$ cat src/rtl/stack_exec_unit.sv
// stack_exec_unit
// Command-driven stack execution engine: internal operand stack, an ALU
// (ADD/SUB with flags) and a handshaked data-memory port for PUSH_MEM/POP_MEM.
//
// Ports:
//   clk, reset_n          clock, asynchronous active-low reset
//   cmd_valid/cmd_ready   command handshake (ready only when idle)
//   cmd_op, cmd_data      opcode and immediate/address
//   mem_addr, mem_rd, mem_wr, mem_wdata, mem_rdata, mem_ack
//                         data-memory request port, requests held until ack
//   top, depth            current top of stack (0 when empty), entry count
//   flags                 {overflow, carry, negative, zero}, written by ADD/SUB
//   error                 sticky precondition fault, cleared only by reset
//
// Optional build macro STACK_PEEK_EN adds peek_index/peek_data, a
// combinational side-effect-free read of the entry peek_index below top.

module stack_exec_unit #(
    parameter int WORD_RANGE       = 8,
    parameter int STACK_WORD_COUNT = 8,
    parameter int ADDR_RANGE       = 8
) (
    input  logic                                  clk,
    input  logic                                  reset_n,
    input  logic                                  cmd_valid,
    output logic                                  cmd_ready,
    input  logic [2:0]                            cmd_op,
    input  logic [WORD_RANGE-1:0]                 cmd_data,
    output logic [ADDR_RANGE-1:0]                 mem_addr,
    output logic                                  mem_rd,
    output logic                                  mem_wr,
    output logic [WORD_RANGE-1:0]                 mem_wdata,
    input  logic [WORD_RANGE-1:0]                 mem_rdata,
    input  logic                                  mem_ack,
    output logic [WORD_RANGE-1:0]                 top,
    output logic [$clog2(STACK_WORD_COUNT+1)-1:0] depth,
    output logic [3:0]                            flags,
    output logic                                  error
`ifdef STACK_PEEK_EN
    ,
    input  logic [$clog2(STACK_WORD_COUNT)-1:0]   peek_index,
    output logic [WORD_RANGE-1:0]                 peek_data
`endif
);

    localparam int DW = $clog2(STACK_WORD_COUNT + 1);
    localparam int IW = $clog2(STACK_WORD_COUNT);
    localparam logic [DW-1:0] FULL = DW'(STACK_WORD_COUNT);

    typedef enum logic [2:0] {
        OP_NOP      = 3'd0,
        OP_PUSH_IMM = 3'd1,
        OP_PUSH_MEM = 3'd2,
        OP_POP_MEM  = 3'd3,
        OP_ADD      = 3'd4,
        OP_SUB      = 3'd5,
        OP_DUP      = 3'd6,
        OP_DROP     = 3'd7
    } op_e;

    typedef enum logic [1:0] {
        ST_IDLE   = 2'd0,
        ST_MEM_RD = 2'd1,
        ST_MEM_WR = 2'd2
    } state_e;

    state_e                 r_state;
    state_e                 w_state_next;
    op_e                    w_op;
    logic [WORD_RANGE-1:0]  r_stack [STACK_WORD_COUNT];
    logic [DW-1:0]          r_depth;
    logic [3:0]             r_flags;
    logic                   r_error;
    logic [ADDR_RANGE-1:0]  r_mem_addr;
    logic [WORD_RANGE-1:0]  r_mem_wdata;

    logic [IW-1:0]          w_push_idx;
    logic [IW-1:0]          w_top_idx;
    logic [IW-1:0]          w_nos_idx;
    logic                   w_empty;
    logic                   w_full;
    logic                   w_two;
    logic [WORD_RANGE-1:0]  w_top;
    logic [WORD_RANGE-1:0]  w_nos;
    logic                   w_accept;
    logic                   w_illegal;
    logic                   w_exec;
    logic [ADDR_RANGE-1:0]  w_cmd_addr;
    logic [WORD_RANGE:0]    w_sum;
    logic [WORD_RANGE:0]    w_diff;
    logic [WORD_RANGE-1:0]  w_result;
    logic                   w_carry;
    logic                   w_ovf;

    assign w_op       = op_e'(cmd_op);
    assign w_cmd_addr = ADDR_RANGE'(cmd_data);

    // Entry 0 is the bottom; index depth is the next free slot.
    assign w_push_idx = IW'(r_depth);
    assign w_top_idx  = IW'(r_depth - DW'(1));
    assign w_nos_idx  = IW'(r_depth - DW'(2));
    assign w_empty    = (r_depth == '0);
    assign w_full     = (r_depth == FULL);
    assign w_two      = (r_depth >= DW'(2));
    assign w_top      = w_empty ? '0 : r_stack[w_top_idx];
    assign w_nos      = r_stack[w_nos_idx];

    assign w_accept   = cmd_valid && (r_state == ST_IDLE);
    assign w_exec     = w_accept && !w_illegal;

    always_comb begin
        w_illegal = 1'b0;
        case (w_op)
            OP_PUSH_IMM, OP_PUSH_MEM: w_illegal = w_full;
            OP_DUP:                   w_illegal = w_full || w_empty;
            OP_POP_MEM, OP_DROP:      w_illegal = w_empty;
            OP_ADD, OP_SUB:           w_illegal = !w_two;
            default:                  w_illegal = 1'b0;
        endcase
    end

    // a = next-on-stack, b = top
    assign w_sum  = {1'b0, w_nos} + {1'b0, w_top};
    assign w_diff = {1'b0, w_nos} - {1'b0, w_top};

    always_comb begin
        w_result = w_sum[WORD_RANGE-1:0];
        w_carry  = w_sum[WORD_RANGE];
        w_ovf    = (w_nos[WORD_RANGE-1] == w_top[WORD_RANGE-1]) &&
                   (w_sum[WORD_RANGE-1] != w_nos[WORD_RANGE-1]);
        if (w_op == OP_SUB) begin
            w_result = w_diff[WORD_RANGE-1:0];
            w_carry  = w_diff[WORD_RANGE];   // borrow out
            w_ovf    = (w_nos[WORD_RANGE-1] != w_top[WORD_RANGE-1]) &&
                       (w_diff[WORD_RANGE-1] != w_nos[WORD_RANGE-1]);
        end
    end

    // FSM: state register
    always_ff @(posedge clk or negedge reset_n) begin
        if (!reset_n) r_state <= ST_IDLE;
        else          r_state <= w_state_next;
    end

    // FSM: next state
    always_comb begin
        w_state_next = r_state;
        case (r_state)
            ST_IDLE: begin
                if (w_exec && (w_op == OP_PUSH_MEM))     w_state_next = ST_MEM_RD;
                else if (w_exec && (w_op == OP_POP_MEM)) w_state_next = ST_MEM_WR;
            end
            ST_MEM_RD, ST_MEM_WR: begin
                if (mem_ack) w_state_next = ST_IDLE;
            end
            default: w_state_next = ST_IDLE;
        endcase
    end

    // FSM: outputs
    always_comb begin
        cmd_ready = (r_state == ST_IDLE);
        mem_rd    = (r_state == ST_MEM_RD);
        mem_wr    = (r_state == ST_MEM_WR);
    end

    // Datapath. Memory completions only happen outside IDLE, so they never
    // collide with a command executing in the same cycle.
    always_ff @(posedge clk or negedge reset_n) begin
        if (!reset_n) begin
            r_depth     <= '0;
            r_flags     <= '0;
            r_error     <= 1'b0;
            r_mem_addr  <= '0;
            r_mem_wdata <= '0;
            for (int unsigned i = 0; i < STACK_WORD_COUNT; i++) begin
                r_stack[i] <= '0;
            end
        end else begin
            if (w_accept && w_illegal) r_error <= 1'b1;
            if (w_exec) begin
                case (w_op)
                    OP_PUSH_IMM: begin
                        r_stack[w_push_idx] <= cmd_data;
                        r_depth             <= r_depth + DW'(1);
                    end
                    OP_DUP: begin
                        r_stack[w_push_idx] <= w_top;
                        r_depth             <= r_depth + DW'(1);
                    end
                    OP_DROP: r_depth <= r_depth - DW'(1);
                    OP_ADD, OP_SUB: begin
                        r_stack[w_nos_idx] <= w_result;
                        r_depth            <= r_depth - DW'(1);
                        r_flags            <= {w_ovf, w_carry, w_result[WORD_RANGE-1],
                                               (w_result == '0)};
                    end
                    OP_PUSH_MEM: r_mem_addr <= w_cmd_addr;
                    OP_POP_MEM: begin
                        r_mem_addr  <= w_cmd_addr;
                        r_mem_wdata <= w_top;
                    end
                    default: ;
                endcase
            end
            if ((r_state == ST_MEM_RD) && mem_ack) begin
                r_stack[w_push_idx] <= mem_rdata;
                r_depth             <= r_depth + DW'(1);
            end
            if ((r_state == ST_MEM_WR) && mem_ack) begin
                r_depth <= r_depth - DW'(1);
            end
        end
    end

    assign mem_addr  = r_mem_addr;
    assign mem_wdata = r_mem_wdata;
    assign top       = w_top;
    assign depth     = r_depth;
    assign flags     = r_flags;
    assign error     = r_error;

`ifdef STACK_PEEK_EN
    always_comb begin
        peek_data = '0;
        if (DW'(peek_index) < r_depth) begin
            peek_data = r_stack[IW'(r_depth - DW'(1) - DW'(peek_index))];
        end
    end
`endif

endmodule

$ cat config.mk
export PLATFORM = sky130hd
export DESIGN_NAME = stack_exec_unit
export DESIGN_NICKNAME = d
export VERILOG_FILES = /design/src/rtl/stack_exec_unit.sv
export SDC_FILE = /design/constraint.sdc
export NUM_CORES = 1
export LEC_CHECK = 0
export BUFFER_PORTS_ARGS = -buffer_cell sky130_fd_sc_hd__buf_2
export CAP_MARGIN = 20
export CORE_ASPECT_RATIO = 1.2
export CORE_MARGIN = 4
export CORE_UTILIZATION = 67
export CTS_BUF_LIST = sky130_fd_sc_hd__clkbuf_8 sky130_fd_sc_hd__clkbuf_16
export CTS_CLUSTER_DIAMETER = 150
export DETAILED_ROUTE_END_ITERATION = 12
export PLACE_DENSITY = 0.88
export SYNTH_ARGS = -nofsm -noshare
export SYNTH_HDL_FRONTEND = slang
export SYNTH_SLANG_ARGS = --single-unit
$ cat constraint.sdc
create_clock -name clk -period 10.6 [get_ports clk]
set_input_delay 1.06 -clock clk [delete_from_list [all_inputs] [get_ports clk]]
set_output_delay 1.06 -clock clk [all_outputs]
set_load 0.03 [all_outputs]
==> results.md <==
- STA classifies the critical path endpoint as a flip-flop.
- The detail route stage leaves a number of antenna-violating nets equal to 0.
- After detailed routing, the average wire length per cell comes to 25.6 um.
- The global route total overflow is 0.
- Max-cap violations in this run came to 0.
- The cell sitting at the root of the clock tree is a sky130_fd_sc_hd__clkbuf_16.
- The initial antenna violation count is 0.
- The largest net degree at the start of global routing is 59.
- The filler-free cell count of the finished design is 1068.
- The proportion of synthesized flip-flops having asynchronous set or reset is 1.00.
- The slew at the pin with the worst max-slew slack is 1.19 ns.
- The number of H-tree branching levels is 3.
- The worst setup path is launched from a flip-flop.
- The final weighted congestion in routability-driven placement is 1.00.
- The fraction of final layout cells sized beyond drive strength 1 is 0.162.
- The share of the Yosys chip area taken by registers is 0.295.
- The average footprint of a synthesized cell is 8.58 um^2.
- The antenna diode instance count is 0.
- Once layout is complete, the utilization of the core stands at 0.745.
- The clock passes through at most 2 buffers.
- The synthesized netlist occupies a cell area of 0.00772 mm^2.
- Across the routed clock network, the largest skew measured is 0.00718 ns.
- The most used flip-flop cell after synthesis is sky130_fd_sc_hd__dfrtp_1.
- For this block, the via count after detailed routing is 8217.
- The number of inserted filler cells in the final layout is 875.
- The critical path required time is 10.86 ns.
- In this run, distinct cell masters in the synthesized netlist total 66.
- Summed over all instances, the cell type with the most area after synthesis is sky130_fd_sc_hd__dfrtp_1.
- After synthesis, the cell types taking the most area are sky130_fd_sc_hd__dfrtp_1 29%, sky130_fd_sc_hd__mux4_2 7.3%, sky130_fd_sc_hd__o21ai_0 5.3%.
- The number of hold buffers added after CTS was 0.
- The floorplan step set the die height to 126 um.
- After synthesis, the most frequently instantiated cells are 91 x sky130_fd_sc_hd__dfrtp_1, 81 x sky130_fd_sc_hd__nand2_1, 81 x sky130_fd_sc_hd__o21ai_0.
- After technology mapping, the gate count stands at 900.
- The remaining routing DRC violations is 0.
- The final wirelength is 27400 um.
- The number of gates resized after CTS was 0.
- The kind of critical path is flip-flop to flip-flop.
- Setup repair after global routing left no endpoint under its margin.
- The number of I/O port buffers is 58.
- For this run, the total global-route usage over all layers was measured as 0.411.
- After floorplanning, the core was sized to cover 0.0111 mm^2.
- Compared with the post-synthesis result, the final layout area differs by 7.55%.
- The remaining max-slew budget at the tightest pin is 0.201.
- Among all cell types in the netlist, the one instantiated most often is sky130_fd_sc_hd__dfrtp_1.
- The horizontal extent of the die is 106 um.
- The sum of negative setup slack is 0 ns.
- The number of warnings issued by yosys is 0.
- The worst hold path class is flip-flop to flip-flop.
- The maximum frequency from static timing analysis is 0.169 GHz.
- The first-pass GRT wire length is 43200 um.
- Data arrives at the worst endpoint at 6.18 ns.
- The post-CTS setup repair buffer count is 0.
- At the later pin of the worst-skew pair, clock insertion delay measures 0.35 ns.
- After floorplanning, the core was divided into 42 placement rows.
- The final number of hold-violating endpoints came to 0.
- The HPWL after detailed placement is 19100 um.
- The CTS buffer count is 9.
- The number of DRC markers after the initial detailed-route iteration is 1231.
- The top-level I/O count is 59.
- After layout, the minimum clock period comes to 5.91 ns.
- The total count of max-transition violations in the final report is 0.
- The highest net fanout along the worst path is 24.
- The post-detailed-route via-to-cell ratio is 7.69.
- Setup violations remaining at the end of the flow were counted as 0.
- The share of synthesized area in the top cell type comes to 0.295.
- The full die area is 0.0133 mm^2.
- The flow ran to the end, and the final reports show no timing, DRC or antenna violations.
- The number of clock sinks is 91.
- After clock tree synthesis, the clock-pin slew on the worst setup and hold paths is 0.06 ns.
- Once placement completed, the tool counted placed cells totaling 1050.
- The number of flip-flops and latches in the synthesized netlist is 91.
- The via count of the first global-routing pass is 8052.
- The number of nets handed over by synthesis was 953.
- For this configuration, the core starts out at a cell density of 0.693.
- The net count of the finished layout is 962.
- Dividing the final minimum period by the clock period gives 0.558.
- The first TritonRoute pass finished after 6 iterations.
- The clock tree from TritonCTS is built.
- The count of flip-flops with a built-in enable after synthesis is 0.
worst paths after layout:
check / from / endpoint / slack (ns) / cells past startpoint
setup / recovery: depth[1] / r_stack[30] / 4.69 / 14
hold / removal: flags[3] / flags[3] / 0.48 / 2
setup reg to reg: depth[1] / r_stack[30] / 4.69 / 14
hold reg to reg: flags[3] / flags[3] / 0.48 / 2
max in group asynchronous: reset_n / r_stack[61] / 8.76 / 2
min in group asynchronous: reset_n / depth[3] / 0.66 / 1
cell usage in the layout (no fill, tap or decap), types with 4 or more instances in the layout:
master                      netlist  layout
sky130_fd_sc_hd__dfrtp_1         91      90
sky130_fd_sc_hd__nand2_1         81      81
sky130_fd_sc_hd__o21ai_0         81      81
sky130_fd_sc_hd__nor2_1          79      79
sky130_fd_sc_hd__a21oi_1         61      61
sky130_fd_sc_hd__buf_2           18      58
sky130_fd_sc_hd__nor3_1          53      53
sky130_fd_sc_hd__inv_1           24      28
sky130_fd_sc_hd__ha_1            28      28
sky130_fd_sc_hd__mux4_2          25      25
sky130_fd_sc_hd__a221o_1         25      25
sky130_fd_sc_hd__o22ai_1         25      25
sky130_fd_sc_hd__mux2_2          21      21
sky130_fd_sc_hd__a31oi_1         19      19
sky130_fd_sc_hd__nand3_1         18      18
sky130_fd_sc_hd__nor2b_1         17      17
sky130_fd_sc_hd__and3_1          17      17
sky130_fd_sc_hd__buf_4            0      17
sky130_fd_sc_hd__mux2i_1         15      15
sky130_fd_sc_hd__a211oi_1        13      13
sky130_fd_sc_hd__a221oi_1        10      10
sky130_fd_sc_hd__xnor2_1          9       9
sky130_fd_sc_hd__o21a_1           9       9
sky130_fd_sc_hd__clkbuf_16        0       9
sky130_fd_sc_hd__a2111o_1         8       8
sky130_fd_sc_hd__or3_1            8       8
sky130_fd_sc_hd__mux4_1           7       7
sky130_fd_sc_hd__a32oi_1          7       7
sky130_fd_sc_hd__and2_1           6       6
sky130_fd_sc_hd__o21ai_1          6       6
sky130_fd_sc_hd__a22oi_1          4       4
registers in the layout, summed over array words and instances (netlist names):
name	count
mem_addr	8
r_stack	64
flags	4
mem_wdata	8
depth	4
error	1
r_state	2
worst max-delay path: stages, from the launching register on:
cell and delay [ns]:
sky130_fd_sc_hd__dfrtp_1 1.03, sky130_fd_sc_hd__inv_1 0.24, sky130_fd_sc_hd__ha_1 0.89, sky130_fd_sc_hd__mux4_1 0.40, sky130_fd_sc_hd__mux2_2 0.29, sky130_fd_sc_hd__and2_1 0.22, sky130_fd_sc_hd__ha_1 0.24, sky130_fd_sc_hd__fa_1 0.49
sky130_fd_sc_hd__a21o_1 0.24, sky130_fd_sc_hd__a221oi_1 0.41, sky130_fd_sc_hd__nor3_1 0.08, sky130_fd_sc_hd__a2111oi_0 0.41, sky130_fd_sc_hd__nor2b_1 0.53, sky130_fd_sc_hd__nand2_1 0.12, sky130_fd_sc_hd__a32oi_1 0.23
metrics by stage:
step / worst slack (ns) / area (um^2) / hold WS (ns)
3_3_place_gp: 5.08 / 7990 / 0.454
6_report: 4.69 / 8300 / 0.478
4_1_cts: 4.73 / 8290 / 0.481
3_5_place_dp: 4.80 / 8000 / 0.466
2_1_floorplan: 5.47 / 7720 / 0.493
5_1_grt: 4.25 / 8300 / 0.491
logic make-up (layout without fill, tap and decap cells):
| logic type | count (synthesis) | after routing | share of synthesized area |
|---|---|---|---|
| muxes | 68 | 68 | 0.147 |
| buffers and inverters | 101 | 115 | 0.0540 |
| adders and majority gates | 30 | 30 | 0.0506 |
| and+or+nand+nor | 303 | 303 | 0.188 |
| AOI/OAI and AO/OA | 296 | 296 | 0.252 |
| DFF | 91 | 91 | 0.295 |
| xor gates and xnor gates | 11 | 11 | 0.0135 |
routing by layer:
| layer | track usage | wire length, um |
|---|---|---|
| met2 | 0.638 | 12500 |
| met4 | 0.252 | 1820 |
| met5 | 0 | 0 |
| met3 | 0.111 | 3670 |
| met1 | 0.511 | 9430 |
area by class of cell:
cell class	count	area, um^2	area share
Multi-Input combinational cell	708	5040	0.606
Sequential cell	91	2280	0.274
Timing Repair Buffer	75	418	0.0503
Clock buffer	10	239	0.0288
Tap cell	154	193	0.0232
Inverter	24	90.1	0.0108
Clock inverter	6	50.0	0.00603
Power is left out: the tool's default activity adds up to more than one toggle a clock period on the data nets, which glitch-free logic cannot reach.
